## src/rtl/decode_pkg.sv

```systemverilog
// Shared decode constants and the per-lane result bundle.
// Used by decode_lane and decode_stage.
package decode_pkg;

    localparam logic [6:0] OP_R     = 7'b0110011;
    localparam logic [6:0] OP_I     = 7'b0010011;
    localparam logic [6:0] OP_LUI   = 7'b0110111;
    localparam logic [6:0] OP_LOAD  = 7'b0000011;
    localparam logic [6:0] OP_STORE = 7'b0100011;

    localparam logic [2:0] F3_BYTE = 3'b000;
    localparam logic [2:0] F3_WORD = 3'b010;

    localparam logic [6:0] C_R    = 7'b1000000;
    localparam logic [6:0] C_I    = 7'b1100000;
    localparam logic [6:0] C_LUI  = 7'b1110000;
    localparam logic [6:0] C_LB   = 7'b1101011;
    localparam logic [6:0] C_LW   = 7'b1101010;
    localparam logic [6:0] C_SB   = 7'b0100101;
    localparam logic [6:0] C_SW   = 7'b0100100;
    localparam logic [6:0] C_ZERO = 7'b0000000;

    typedef struct packed {
        logic [6:0]  c_sig;
        logic [31:0] imm;
        logic [4:0]  rd;
        logic [4:0]  rs1;
        logic [4:0]  rs2;
        logic        illegal;
    } lane_t;

endpackage

```

## src/rtl/decode_lane.sv

```systemverilog
// Combinational single-instruction decoder.
// Masked lanes produce an all-zero bundle.
module decode_lane
    import decode_pkg::*;
(
    input  logic [31:0] instr,
    input  logic        lane_valid,
    output lane_t       res
);

    logic [6:0]  op;
    logic [2:0]  f3;
    logic [31:0] i_imm;
    logic [31:0] s_imm;
    logic [31:0] u_imm;

    assign op    = instr[6:0];
    assign f3    = instr[14:12];
    assign i_imm = {{20{instr[31]}}, instr[31:20]};
    assign s_imm = {{20{instr[31]}}, instr[31:25], instr[11:7]};
    assign u_imm = {instr[31:12], 12'b0};

    // decode opcode/funct3 into control word and immediate
    always_comb begin
        res = '0;
        if (lane_valid) begin
            res.rd  = instr[11:7];
            res.rs1 = instr[19:15];
            res.rs2 = instr[24:20];
            unique case (1'b1)
                op == OP_R: begin
                    res.c_sig = C_R;
                end
                op == OP_I: begin
                    res.c_sig = C_I;
                    res.imm   = i_imm;
                end
                op == OP_LUI: begin
                    res.c_sig = C_LUI;
                    res.imm   = u_imm;
                end
                op == OP_LOAD && f3 == F3_BYTE: begin
                    res.c_sig = C_LB;
                    res.imm   = i_imm;
                end
                op == OP_LOAD && f3 == F3_WORD: begin
                    res.c_sig = C_LW;
                    res.imm   = i_imm;
                end
                op == OP_STORE && f3 == F3_BYTE: begin
                    res.c_sig = C_SB;
                    res.imm   = s_imm;
                end
                op == OP_STORE && f3 == F3_WORD: begin
                    res.c_sig = C_SW;
                    res.imm   = s_imm;
                end
                default: begin
                    res.c_sig   = C_ZERO;
                    res.illegal = 1'b1;
                end
            endcase
        end
    end

endmodule

```

## src/rtl/decode_stage.sv

```systemverilog
// Registered decode stage: per-lane decoders feeding a
// main register M plus skid register S, valid/ready both sides.
module decode_stage
    import decode_pkg::*;
#(
    parameter int DECODE_WIDTH = 2,
    parameter int PC_WIDTH     = 12,
    parameter int XLEN         = 32,
    parameter int C_SIG_WIDTH  = 7,
    parameter int SEQ_WIDTH    = 4
) (
    input  logic                            clk,
    input  logic                            rst_n,
    input  logic                            in_valid,
    output logic                            in_ready,
    input  logic [PC_WIDTH-1:0]             in_pc,
    input  logic [32*DECODE_WIDTH-1:0]      in_instr,
    input  logic [DECODE_WIDTH-1:0]         in_lane_valid,
    input  logic                            flush,
    output logic                            out_valid,
    input  logic                            out_ready,
    output logic [DECODE_WIDTH-1:0]         out_lane_valid,
    output logic [PC_WIDTH*DECODE_WIDTH-1:0] out_pc,
    output logic [C_SIG_WIDTH*DECODE_WIDTH-1:0] out_c_sig,
    output logic [XLEN*DECODE_WIDTH-1:0]    out_imm,
    output logic [5*DECODE_WIDTH-1:0]       out_rd,
    output logic [5*DECODE_WIDTH-1:0]       out_rs1,
    output logic [5*DECODE_WIDTH-1:0]       out_rs2,
    output logic [DECODE_WIDTH-1:0]         out_illegal,
    output logic [SEQ_WIDTH-1:0]            out_seq
);

    typedef struct packed {
        logic [DECODE_WIDTH-1:0]               lv;
        logic [DECODE_WIDTH-1:0][PC_WIDTH-1:0] pc;
        lane_t [DECODE_WIDTH-1:0]              lane;
        logic [SEQ_WIDTH-1:0]                  seq;
    } grp_t;

    typedef enum logic [1:0] {
        EMPTY = 2'b00,
        ONE   = 2'b01,
        FULL  = 2'b11
    } state_t;

    state_t                  state;
    state_t                  state_n;
    grp_t                    m_grp;
    grp_t                    s_grp;
    grp_t                    in_grp;
    lane_t [DECODE_WIDTH-1:0] dec;
    logic [SEQ_WIDTH-1:0]    seq_cnt;
    logic                    take_in;
    logic                    take_out;
    logic                    load_m_in;
    logic                    load_s_in;
    logic                    move_s;

    for (genvar i = 0; i < DECODE_WIDTH; i++) begin : g_lane
        decode_lane u_lane (
            .instr      (in_instr[32*i +: 32]),
            .lane_valid (in_lane_valid[i]),
            .res        (dec[i])
        );
    end

    // assemble the incoming group with per-lane PCs and tag
    always_comb begin
        in_grp      = '0;
        in_grp.lv   = in_lane_valid;
        in_grp.lane = dec;
        in_grp.seq  = seq_cnt;
        for (int i = 0; i < DECODE_WIDTH; i++) begin
            in_grp.pc[i] = in_pc + PC_WIDTH'(4 * i);
        end
    end

    assign in_ready  = rst_n && (state != FULL);
    assign out_valid = (state != EMPTY);
    assign take_in   = in_valid && in_ready && !flush;
    assign take_out  = out_valid && out_ready;

    // occupancy state register
    always_ff @(posedge clk) begin
        if (!rst_n) state <= EMPTY;
        else        state <= state_n;
    end

    // next occupancy and register load selects
    always_comb begin
        state_n   = state;
        load_m_in = 1'b0;
        load_s_in = 1'b0;
        move_s    = 1'b0;
        if (flush) begin
            state_n = EMPTY;
        end else begin
            unique case (state)
                EMPTY: begin
                    if (take_in) begin
                        state_n   = ONE;
                        load_m_in = 1'b1;
                    end
                end
                ONE: begin
                    if (take_in && take_out) begin
                        load_m_in = 1'b1;
                    end else if (take_in) begin
                        state_n   = FULL;
                        load_s_in = 1'b1;
                    end else if (take_out) begin
                        state_n = EMPTY;
                    end
                end
                FULL: begin
                    if (take_out) begin
                        state_n = ONE;
                        move_s  = 1'b1;
                    end
                end
                default: state_n = EMPTY;
            endcase
        end
    end

    // group storage and tag counter
    always_ff @(posedge clk) begin
        if (!rst_n) begin
            m_grp   <= '0;
            s_grp   <= '0;
            seq_cnt <= '0;
        end else begin
            if (load_m_in)   m_grp <= in_grp;
            else if (move_s) m_grp <= s_grp;
            if (load_s_in)   s_grp <= in_grp;
            if (take_in)     seq_cnt <= seq_cnt + SEQ_WIDTH'(1);
        end
    end

    assign out_lane_valid = m_grp.lv;
    assign out_pc         = m_grp.pc;
    assign out_seq        = m_grp.seq;

    for (genvar i = 0; i < DECODE_WIDTH; i++) begin : g_out
        assign out_c_sig[i*C_SIG_WIDTH +: C_SIG_WIDTH] =
            C_SIG_WIDTH'(m_grp.lane[i].c_sig);
        assign out_imm[i*XLEN +: XLEN] =
            XLEN'($signed(m_grp.lane[i].imm));
        assign out_rd[i*5 +: 5]   = m_grp.lane[i].rd;
        assign out_rs1[i*5 +: 5]  = m_grp.lane[i].rs1;
        assign out_rs2[i*5 +: 5]  = m_grp.lane[i].rs2;
        assign out_illegal[i]     = m_grp.lane[i].illegal;
    end

endmodule

```

## config.mk

```make
export PLATFORM = sky130hd
export DESIGN_NAME = decode_stage
export DESIGN_NICKNAME = d
export VERILOG_FILES = /design/src/rtl/decode_pkg.sv /design/src/rtl/decode_lane.sv /design/src/rtl/decode_stage.sv
export SDC_FILE = /design/constraint.sdc
export NUM_CORES = 1
export LEC_CHECK = 0
export ABC_AREA = 1
export CELL_PAD_IN_SITES_DETAIL_PLACEMENT = 1
export CELL_PAD_IN_SITES_GLOBAL_PLACEMENT = 2
export CORE_MARGIN = 5
export CORE_UTILIZATION = 29
export DETAILED_ROUTE_END_ITERATION = 8
export PLACE_DENSITY = 0.87
export REMOVE_ABC_BUFFERS = 1
export SLEW_MARGIN = 20
export SYNTH_ARGS = -nofsm -noshare
export SYNTH_HDL_FRONTEND = slang
export SYNTH_SLANG_ARGS = --single-unit
```

## constraint.sdc

```tcl
create_clock -name clk -period 2 [get_ports clk]
set_input_delay 0.4 -clock clk [delete_from_list [all_inputs] [get_ports clk]]
set_output_delay 0.4 -clock clk [all_outputs]
set_load 0.01 [all_outputs]
```

; ---- After elaboration in Yosys (flattened, before gate mapping)
; Index checks and enable logic that the tools add are counted.
[classes]
n_addsub = 2
n_eq_ne = 19
mux = 26
bitwise_logic = 1
reduce_logical = 27
[ops]
columns = operator, n
row1 = two-way mux 140 bit, 2
row2 = case mux 32 bit (3 select lines), 2
row3 = two-way mux 55 bit, 2
row4 = case mux 7 bit (7 select lines), 2
row5 = equality test 7 x 6 -> 1 bit (second input constant), 6
row6 = equality test 7 x 2 -> 1 bit (second input constant), 2
row7 = equality test 7 x 5 -> 1 bit (second input constant), 2
row8 = OR reduction 7 bit, 2
row9 = logical AND 1 bit, 13
row10 = adder 12 x 3 -> 12 bit (second input constant), 1
row11 = two-way mux 1 bit, 11
row12 = two-way mux 2 bit, 5
row13 = != test 2 bit (second input constant), 4
row14 = equality test 3 x 2 -> 1 bit (second input constant), 2
row15 = logical NOT 3 bit, 2
row16 = case mux 2 bit (3 select lines), 1
row17 = OR reduction 2 bit, 3
row18 = OR reduction 3 bit, 2
row19 = adder 4 x 1 -> 4 bit (second input constant), 1
row20 = AND reduction 4 bit, 1
row21 = nonzero test 2 bit, 2
row22 = != test 3 bit (second input constant), 1
row23 = equality test 2 x 1 -> 1 bit (second input constant), 1
row24 = equality test 2 bit (second input constant), 1
row25 = other kinds (4), 4
[totals]
register_bits = 286
inputBits = 83
out_inout_bits = 142
wordCells = 109

; ---- Depth between registers and ports, before layout
; Gate-level depths: netlist of the first run.
[depth]
depth_word = 9
ltp_mapped = 13
mapped_depth_nobuf = 12

; ---- Cells and area by module
; From an unflattened synthesis of the first run, not the netlist that was laid out.
[unflattened]
hier_cells = 1756
hier_area_um2 = 12647.1
[by_module_without_submodules]
columns = mod, instances, cells_per_inst, area_each_um2, seq_area_each_um2
row1 = decode_stage, 1, 1458, 11293.3, 5645.4
row2 = decode_lane, 2, 149, 676.9, 0.0

; ---- Worst setup path before layout of the first run
; No wires, ideal clock.
[synth_path]
path_type = register -> register
startpoint = reg state[0]
endpoint = reg m_grp, in the netlist out_imm[53]
setup_time_ns = 0.111
t_arrival_ns = 1.735
required_ns = 1.889
setup_slack_ns = 0.155
stages_incl_launch_ff = 13
n_path_buf = 2
period_less_slack_ns = 1.845
cell_sequence = dfxtp_1 inv_1 ha_1 inv_1 nand2_1 nor3_2 inv_2 buf_2 clkbuf_1 nand2_1 nand3_1 nand3_1 inv_1
[synth_via]
elab_cells_between_ends = 19
cone_classes = eq/ne (3) / mux (8) / reduce/logical (8)
[synth_rtl]
columns = item, line
row1 = "start, declared", decode_stage.sv:46  ; state_t state;
row2 = "start signal, assigned", decode_stage.sv:86  ; else state <= state_n;
row3 = nonzero test 2 bit (*), decode_stage.sv:79  ; assign out_valid = (state != EMPTY);
row4 = via out_valid, decode_stage.sv:20  ; output logic out_valid,
row5 = logical AND 1 bit (*), decode_stage.sv:81  ; assign take_out = out_valid && out_ready;
row6 = logical AND 1 bit, decode_stage.sv:106  ; if (take_in && take_out) begin
row7 = two-way mux 1 bit, decode_stage.sv:106
row8 = case mux 1 bit (2 select lines), decode_stage.sv:98  ; unique case (state)
row9 = two-way mux 1 bit, decode_stage.sv:95  ; if (flush) begin
row10 = two-way mux 140 bit or nonzero test 2 bit (tied branches), n/a
row11 = "end signal, assigned", decode_stage.sv:133  ; if (load_m_in) m_grp <= in_grp;
row12 = "end signal, assigned", decode_stage.sv:134  ; else if (move_s) m_grp <= s_grp;
row13 = "end, declared", decode_stage.sv:48  ; grp_t m_grp;
; The timed path passes the listed nets; every way through them passes the cells marked *.
; A chain may end at the register's enable or synchronous reset.

; ---- Worst setup path after layout of the first run
[layout_path]
startpoint = reg state[0]
endpoint = out out_valid
[layout_via]
elab_chain_cells = 1
[layout_rtl]
columns = item, line
row1 = nonzero test 2 bit, decode_stage.sv:79
row2 = "end, declared", decode_stage.sv:20
; Every way passes these cells.

==> impl_metrics.csv, run 1 <==
group,metric,value,unit
status,run_status,"finished, final reports clean",
detailed_routing,dr.first_iter.drc_count,485,
finish,drive_gt1_frac,0.09900,
finish,instances_no_fill,2630,
timing,fmax,517.7,MHz
timing,fin_crit,1.932,ns
clocking,tritoncts,"built",
clocking,clk_pin_slew,0.06,ns
logic_synthesis,synth_top_family_by_area,"simple AND/OR/NAND/NOR gates",
logic_synthesis,synth_fa_ha_area_frac,0.006042,
power,power_density,783.6,nW/um^2
clocking,cts-buffers-inserted,35,
placement,gp_congestion,0.7924,
floorplanning,row_count,75,
timing,tightestPinTransition,0.8668,ns
logic_synthesis,ys_warn_count,0,
global_route,grt_usage,0.1867,
power,p_leak,7.613,nW
global_route,grt_pass1_vias,13700,
detailed_routing,ant_nets,0,
floorplanning,initial_core_util,0.2949,
detailed_routing,drcViolationCount,0,
worst_setup_path,reg2regPathDepth,10,
clocking,ctsHoldBuffers,0,
worst_setup_path,startpoint_type,"flip-flop",
worst_setup_path,r2r_setup_slack,0.08,ns
worst_setup_path,cp.required,1.60,ns
clocking,clock-root-buffer,"clkbuf_16",
logic_synthesis,yosysTopAreaCellShare,0.4479,
logic_synthesis,synth_compound_area_frac,0.1703,
finish,n_antenna_cell,0,
logic_synthesis,syn_inst,1818,
global_route,antenna_found_initial,0,
detailed_routing,wl,46.81,mm
worst_setup_path,crit_type,"flip-flop to output pin",
detailed_routing,first_pass_iters,4,
finish,fill_cells,5173,
global_route,grt_max_degree,156,
logic_synthesis,muxShareOfSynthArea,0,
finish,area_growth_syn_to_layout,40.19,%
power,ir_drop,0.4921,mV
logic_synthesis,synth_top_area_cell,"dfxtp_1",
timing,relSlewSlack,0.4221,
logic_synthesis,synthXorXnorAreaFrac,0.003525,
detailed_routing,vias,12930,
timing,setup_viol,0,
global_route,grt_pass1_wl,72.22,mm
timing,rsz0062_at_grt,"yes",
logic_synthesis,synth.ff_latch_count,278,
logic_synthesis,avgSynthCellArea,6.834,sq um
clocking,cts_buffer_depth,3,
logic_synthesis,synthSimpleGateAreaFrac,0.2684,
clocking,htree_levels,2,
worst_setup_path,startpoint,"state[0]",
floorplanning,io_pins,225,
power,power,13.65,mW
detailed_routing,post_drt_wl_per_cell,17.80,microns
global_route,grt_overflow,0,
worst_setup_path,cp-endpoint,"out_valid",
logic_synthesis,synthTopCellsByArea,"dfxtp_1, nand2_1, a21oi_1",
logic_synthesis,synth.distinct_cells,33,
worst_setup_path,worstSetupEndpointType,"output pin",
floorplanning,core-area,42130,sq um
min_path,hold_class,"primary input to flip-flop",
run,drv_cap,0,
floorplanning,dieHeight,217.0,microns
timing,timing.final.crit_share,0.9658,
placement,dpl.cell_count,2561,
clocking,insertion_delay,0.53,ns
worst_setup_path,regToRegEndpoint,"out_illegal[1]",
detailed_routing,vias_per_cell,4.917,
timing,fin_ws,0.06850,ns
worst_setup_path,critPathMaxFanout,4,
finish,fin_nets,2157,
worst_setup_path,arrival,1.53,ns
worst_setup_path,r2r_start,"state[1]",
logic_synthesis,synth_area,12420,sq um
timing,clock_skew,0.01422,ns
logic_synthesis,ys_seq_area_frac,0.4479,
timing,whs,0.3062,ns
placement,post-place-ws,-0.3837,ns
placement,dpl.hpwl,31.00,mm
timing,hold_violations,0,
clocking,clock-sinks,278,
timing,slew_viol_final,0,
floorplanning,dieWidth,217.0,microns
floorplanning,dieArea,47080,sq um
placement,io_buffers,224,
## worst max-delay path, cell delays in order (launching register included)
cell and delay [ns]:
dfxtp_2 0.33, inv_1 0.09, ha_2 0.20, inv_2 0.04
buf_4 0.12, clkdlybuf4s15_2 0.22
## cell usage in the layout, fill, tap and decap left out, types with 8 or more instances in the layout
cell type | Yosys | final
nor2_1 | 187 | 186
dfxtp_1 | 278 | 276
buf_16 | 0 | 8
inv_1 | 180 | 176
buf_12 | 0 | 16
clkbuf_16 | 0 | 42
clkbuf_8 | 0 | 8
buf_4 | 9 | 83
o21ai_1 | 4 | 8
clkdlybuf4s50_1 | 0 | 220
o21ai_0 | 154 | 150
a22oi_1 | 24 | 22
nand4_1 | 12 | 12
nand3_1 | 126 | 125
a21oi_1 | 184 | 183
o211ai_1 | 17 | 17
nand2_1 | 471 | 470
## power by group
| part | internal [mW] | switching (mW) |
|---|---|---|
| Combinational | 0.615 | 0.705 |
| Clock | 4.05 | 2.51 |
| Sequential | 5.68 | 0.0909 |
## final cells by class
type / count / area (sq um) / share of cell area
multi-input cells: 1226 / 5679 / 0.3261
well taps: 539 / 674.4 / 0.03872
repair buffers: 341 / 3580 / 0.2055
inverters: 186 / 728.2 / 0.04181
flip-flops and latches: 278 / 5568 / 0.3197
clock inverters: 9 / 130.1 / 0.007471
clock buffers: 51 / 1059 / 0.06077
## synth_stat cells
library cell / instances
nand2_1: 471
dfxtp_1: 278
nor2_1: 187
a21oi_1: 184
inv_1: 180
o21ai_0: 154
nand3_1: 126
clkbuf_1: 65
buf_2: 50
a22oi_1: 24
o211ai_1: 17
nand4_1: 12
buf_4: 9
a31oi_1: 7
nor3_1: 7
ha_1: 6
inv_2: 6
a211oi_1: 5
buf_1: 5
o21ai_1: 4
nand3b_1: 3
xor2_1: 3
nand2_2: 2
nand2_4: 2
nor2_4: 2
xnor2_1: 2
a21boi_1: 1
buf_6: 1
nand3_2: 1
nand3_4: 1
nor3_2: 1
nor4_1: 1
o21a_1: 1
## cell families after synthesis
| logic type | count (synthesis) |
|---|---|
| buffers and inverters | 316 |
| and+or+nand+nor | 816 |
| adders and majority gates | 6 |
| DFF | 278 |
| AOI/OAI and AO/OA | 397 |
| xor gates and xnor gates | 5 |
## metrics by stage
| step | instance area [sq um] | util | setup TNS [ns] |
|---|---|---|---|
| floorplan | 11830 | - | -816.28 |
| finish | 17420 | 0.4134 | 0 |
| CTS | 17130 | 0.4066 | 0 |
| global route | 17420 | 0.4134 | -0.2523 |
| detailed placement | 15900 | 0.3774 | -69.52 |
| global placement | 15900 | 0.3774 | -58.14 |
## state kept, by name, summed over array words and instances, names as in the netlist
| signal | count |
|---|---|
| s_grp | 136 |
| out_imm | 64 |
| out_pc | 22 |
| out_c_sig | 12 |
| out_rd | 10 |
| out_rs1 | 10 |
| out_rs2 | 10 |
| out_seq | 4 |
| seq_cnt | 4 |
| out_illegal | 2 |
| out_lane_valid | 2 |
| state | 2 |
## metal layers
layer | vias to the layer above | part of all wire | routed length [microns] | track usage
met5 | - | 0 | 0 | 0
met4 | 0 | 0.021 | 963 | 0.05393
met3 | 51 | 0.038 | 1780 | 0.03405
met2 | 217 | 0.49 | 22830 | 0.3230
met1 | 6321 | 0.45 | 21240 | 0.2390
li1 | 6344 | - | - | -
## worst min-delay path by stage
| stage | from | to | slack (ns) | depth (start not counted) |
|---|---|---|---|---|
| after floorplan | s_grp[134] | s_grp[134] | 0.43 | 2 |
| after global placement | s_grp[134] | s_grp[134] | 0.44 | 2 |
| after detailed placement | s_grp[134] | s_grp[134] | 0.45 | 2 |
| after CTS | rst_n | state[1] | 0.28 | 5 |
| after global routing | rst_n | state[0] | 0.31 | 5 |
| final | rst_n | state[1] | 0.31 | 5 |
## what timing repair did
| action | 4_1_cts | 5_1_grt |
|---|---|---|
| setup buffers | 2 | 1 |
| setup endpoints to repair | 133 | 150 |
| resized for setup | 15 | 34 |
| pin swaps | 1 | 10 |
| cloned | 0 | 7 |
Power figures use the tool's default switching activity.
==> inputs of run 2 (changes only) <==
==> constraint.sdc (replaced) <==
create_clock -name clk -period 2 [get_ports clk]
set_input_delay 0.4 -clock clk [delete_from_list [all_inputs] [get_ports clk]]
set_output_delay 0.4 -clock clk [all_outputs]
set_load 0.005 [all_outputs]
==> run 2 against run 1 <==
Clock skew grew 0.0021 ns. Register-to-register slack worse by 0.03 ns. Wire length decreased by 1.0%. Largest cell class unchanged.
==> impl_metrics.csv, run 2 (synthesized netlist as in run 1, its figures left out) <==
group,metric,value,unit
global_route,grt_max_degree,156,
floorplanning,dieWidth,217.0,microns
finish,area_growth_syn_to_layout,39.39,%
power,ir_drop,0.4939,mV
worst_setup_path,arrival,2.32,ns
timing,timing.final.crit_share,0.9746,
detailed_routing,wl_met1,21.15,mm
global_route,grt_pass1_vias,13700,
timing,slew_viol_final,0,
power,p_leak,7.604,nW
detailed_routing,first_pass_iters,5,
clocking,clock-sinks,278,
global_route,grt_overflow,0,
detailed_routing,ant_nets,0,
placement,gp_congestion,0.7924,
placement,dpl_cell_area,15900,sq um
worst_setup_path,startpoint_type,"flip-flop",
worst_setup_path,critPathMaxFanout,13,
clocking,cts-buffers-inserted,35,
power,power_density,784.3,nW/um^2
global_route,grt_usage,0.1868,
status,run_status,"finished, final reports clean",
clocking,htree_levels,2,
finish,largest_register_ffs,136,
finish,fin_nets,2156,
detailed_routing,wl,46.35,mm
floorplanning,core-area,42130,sq um
finish,largest_register,"s_grp",
timing,rsz0062_at_grt,"yes",
detailed_routing,wl_met2,22.40,mm
finish,finalInstanceArea,17320,sq um
floorplanning,initial_core_util,0.2949,
clocking,insertion_delay,0.53,ns
worst_setup_path,worstSetupEndpointType,"flip-flop",
worst_setup_path,cp.required,2.37,ns
floorplanning,dieHeight,217.0,microns
timing,tightestPinTransition,0.8664,ns
floorplanning,dieArea,47080,sq um
clocking,cts_buffer_depth,3,
timing,setup_viol,0,
finish,mostFrequentLayoutCell,"nand2_1",
detailed_routing,post_drt_wl_per_cell,17.62,microns
run,drv_cap,0,
clocking,tritoncts,"built",
finish,layout_common_cells,"nand2_1, dfxtp_1, clkdlybuf4s50_1",
detailed_routing,vias,12900,
finish,drive_gt1_frac,0.09809,
placement,dpl.hpwl,31.00,mm
timing,relSlewSlack,0.4224,
detailed_routing,top_layer_used,"met4",
detailed_routing,wl_met3,1.820,mm
clocking,clk_pin_slew,0.06,ns
power,power,13.58,mW
detailed_routing,vias_per_cell,4.906,
floorplanning,row_count,75,
global_route,grt_pass1_wl,72.26,mm
timing,whs,0.3073,ns
clocking,clock-root-buffer,"clkbuf_16",
min_path,hold_class,"primary input to flip-flop",
timing,fin_crit,1.949,ns
detailed_routing,dr.first_iter.drc_count,533,
timing,fmax,513.0,MHz
placement,io_buffers,224,
timing,clock_skew,0.01632,ns
floorplanning,io_pins,225,
timing,hold_violations,0,
detailed_routing,drcViolationCount,0,
worst_setup_path,crit_type,"flip-flop to flip-flop",
global_route,antenna_found_initial,0,
run 2: cell types whose count changed in the layout (fill, tap and decap cells not counted), moves of 2 or more:
cell,change
a21oi_1,-2
buf_16,-5
nand2_8,-2
clkbuf_16,-2
a21oi_2,+2
inv_2,-2
buf_12,+6
inv_4,+2
buf_4,+2
run 2: report_power, final:
part / switching (mW) / internal, mW
Clock: 2.50 / 4.05
Combinational: 0.657 / 0.600
Sequential: 0.0910 / 5.68
Total: 3.25 / 10.3
run 2: timing repair:
item / 4_1_cts / 5_1_grt
endpoints found under the setup margin: 133 / 98
resized for setup: 11 / 26
pin swaps: 1 / 6
hold buffers: 0 / 0
cloned: 0 / 4
setup buffers: 3 / 2
run 2: path summary, 6_finish.rpt:
kind                 from            to  slack (ns)  depth (start not counted)
min reg2reg  out_c_sig[2]  out_c_sig[2]        0.46                          2
min                 rst_n      state[0]        0.31                          5
max reg2reg      state[1]     out_rd[8]        0.05                         12
max              state[1]     out_rd[8]        0.05                         12
run 2: layout make-up:
class	instances	area, sq um
Antenna cell	1	2.502
Multi-Input combinational cell	1225	5650
Tap cell	539	674.4
Clock buffer	51	1059
Clock inverter	9	130.1
Sequential cell	278	5570
Inverter	186	718.2
Timing Repair Buffer	341	3513
Fill cell	5183	24820
run 2: per-stage QoR:
step / instances / setup TNS (ns) / setup slack, ns / util
3_5_place_dp: 2561 / -69.52 / -0.3837 / 0.3774
2_1_floorplan: 1688 / -810.19 / -4.547 / -
4_1_cts: 2623 / 0 / 0.01482 / 0.4064
6_report: 2630 / 0 / 0.05080 / 0.4110
3_3_place_gp: 2561 / -58.14 / -0.3312 / 0.3774
5_1_grt: 2629 / -0.4721 / -0.04320 / 0.4110
run 2: per-layer routing:
metal	up-vias	GRT usage
met5	-	0
met4	0	0.05393
met3	52	0.03405
met2	217	0.3233
met1	6308	0.2390
li1	6325	-
run 2: critical path, stage by stage, from the launching register on:
cell and delay (ns):
dfxtp_4 0.37, inv_2 0.06, ha_4 0.15, inv_1 0.07, nand2_2 0.07, nor3_4 0.17, buf_6 0.17, inv_8 0.08
nand3_2 0.14, inv_4 0.10, buf_12 0.16, a21oi_1 0.16, nor2_1 0.06
==> inputs of run 3 (changes only) <==
- CORE_UTILIZATION: 29 -> 31
- CTS_CLUSTER_DIAMETER: not set -> 60
- PLACE_DENSITY: 0.87 -> 0.92
- clock period: 2 -> 2.5 ns (I/O delays scaled with it)
==> run 3 against run 2 <==
Wire length down 3.3%. Highest routed layer unchanged. Largest cell class unchanged. Sequential power shrank 20%. Via count decreased by 0.91%. Largest power group unchanged. First-iteration DRC count decreased by 8.4%. Critical path type is now flip-flop to output pin. Sequential share of layout area rose by 0.83 points. Clock power decreased by 6.7%. Clock skew shrank 0.0088 ns. Final cell count fell by 2.6%. Die area decreased by 6.2%. Flip-flop and latch count unchanged. Non-clock buffer count decreased by 63.
==> impl_metrics.csv, run 3 (synthesized netlist as in run 1, its figures left out) <==
group,metric,value,unit
status,run_status,"finished, final reports clean",
placement,gp_congestion,0.7723,
worst_setup_path,crit_top_cell,"inv_1",
finish,fill_cells,4924,
global_route,grt_max_degree,102,
global_route,antenna_found_initial,2,
timing,hold_violations,0,
timing,clock_skew,0.007498,ns
finish,largest_register,"s_grp",
floorplanning,initial_core_util,0.3127,
min_path,holdPathStages,3,
power,power,11.68,mW
floorplanning,io_pins,225,
worst_setup_path,startpoint_type,"flip-flop",
power,ir_drop,0.4293,mV
finish,instances_no_fill,2561,
floorplanning,core-area,39730,sq um
floorplanning,row_count,73,
worst_setup_path,arrival,1.82,ns
worst_setup_path,r2r_setup_slack,0.23,ns
clocking,insertion_delay,0.54,ns
worst_setup_path,worstSetupEndpointType,"output pin",
detailed_routing,drcViolationCount,0,
worst_setup_path,cp.required,2.00,ns
detailed_routing,wl_met3,1.898,mm
global_route,grt_overflow,0,
worst_setup_path,critPathMaxFanout,4,
clocking,clock-sinks,278,
placement,dpl.cell_count,2489,
worst_setup_path,crit_type,"flip-flop to output pin",
run,drv_cap,0,
detailed_routing,vias_per_cell,4.992,
timing,fin_ws,0.1756,ns
detailed_routing,wl_met1,19.91,mm
clocking,cts-buffers-inserted,39,
detailed_routing,wl,44.81,mm
detailed_routing,ant_nets,0,
clocking,cts_buffer_depth,3,
finish,fin_nets,2096,
floorplanning,dieWidth,210.2,microns
worst_setup_path,r2r_start,"state[0]",
clocking,ctsHoldBuffers,0,
detailed_routing,wl_met2,22.00,mm
placement,dpl.hpwl,29.47,mm
global_route,grt_pass1_vias,13370,
timing,fin_crit,2.324,ns
worst_setup_path,regToRegEndpoint,"out_imm[29]",
detailed_routing,first_pass_iters,4,
finish,layout_common_cells,"nand2_1, dfxtp_1, clkdlybuf4s50_1",
finish,drive_gt1_frac,0.06830,
min_path,hold_start,"rst_n",
finish,mostFrequentLayoutCell,"nand2_1",
timing,timing.final.crit_share,0.9298,
power,p_leak,7.330,nW
floorplanning,dieArea,44180,sq um
clocking,clk_pin_slew,0.05,ns
detailed_routing,post_drt_wl_per_cell,17.50,microns
global_route,grt_usage,0.1972,
timing,whs,0.3320,ns
finish,final_util,0.4247,
timing,tightestPinTransition,0.5614,ns
floorplanning,dieHeight,210.2,microns
power,power_density,692.5,nW/um^2
placement,post-place-ws,0.04834,ns
clocking,tritoncts,"built",
worst_setup_path,reg2regPathDepth,14,
finish,area_growth_syn_to_layout,35.81,%
min_path,hold_class,"primary input to flip-flop",
timing,fmax,430.2,MHz
min_path,holdPathEnd,"out_imm[58]",
clocking,clock-root-buffer,"clkbuf_16",
worst_setup_path,max_stage_delay,0.51,ns
detailed_routing,dr.first_iter.drc_count,488,
global_route,grt_pass1_wl,71.28,mm
placement,io_buffers,224,
clocking,htree_levels,2,
detailed_routing,top_layer_used,"met4",
timing,slew_viol_final,0,
worst_setup_path,cp_cell_sequence,"inv_1, ha_1, inv_1, clkdlybuf4s50_1",
timing,rsz0062_at_grt,"no",
timing,setup_viol,0,
detailed_routing,vias,12780,
worst_setup_path,critPathSlowestCell,"clkdlybuf4s50_1",
finish,largest_register_ffs,136,
timing,relSlewSlack,0.6258,
==> run 3: worst max path at each step <==
stage                          from             to  slack [ns]  depth (start not counted)
final                      state[0]      out_valid        0.18                          4
after global routing       state[0]    out_imm[29]       0.004                         14
after CTS                  state[0]      out_valid        0.07                          4
after detailed placement  out_ready    out_imm[12]        0.05                         12
after global placement        flush    out_imm[20]        0.11                         11
after floorplan            state[0]  out_c_sig[11]       -4.05                         10
==> run 3: repair_timing <==
| item | 4_1_cts | 5_1_grt |
|---|---|---|
| setup endpoints to repair | 0 | 2 |
| gates resized for setup | 0 | 2 |
| setup buffers | 0 | 2 |
==> run 3: stage by stage <==
stage          setup TNS, ns  area [sq um]
6_report                   0         16870
3_5_place_dp               0         15440
2_1_floorplan        -687.62         11830
3_3_place_gp               0         15440
5_1_grt                    0         16870
4_1_cts                    0         16850
==> run 3: critical path, delay by kind of cell (launching register included) <==
kind,cells,cell delay (ns)
buffers and inverters,3,0.68
adders and majority gates,1,0.24
DFF,1,0.36
==> run 3: area by class of cell <==
cell class / instances / area, sq um / share of cell area
diodes: 1 / 2.502 / 0.0001483
well taps: 525 / 656.9 / 0.03893
clock buffers: 52 / 1107 / 0.06562
multi-input cells: 1224 / 5608 / 0.3323
repair buffers: 278 / 2915 / 0.1728
clock inverters: 17 / 309.0 / 0.01832
flip-flops and latches: 278 / 5568 / 0.3300
inverters: 186 / 706.9 / 0.04190
==> run 3: power by group <==
part / total [mW] / switching [mW] / internal, mW
clock network: 6.12 / 2.17 / 3.95
registers: 4.61 / 0.0693 / 4.54
logic: 0.957 / 0.516 / 0.442
total: 11.7 / 2.75 / 8.93
==> run 3: routing by layer <==
metal  global-route usage  vias to the layer above
met1               0.2489                     6250
met3              0.03245                       67
met4              0.05423                        0
met5                    0                        -
li1                     -                     6209
met2               0.3491                      258
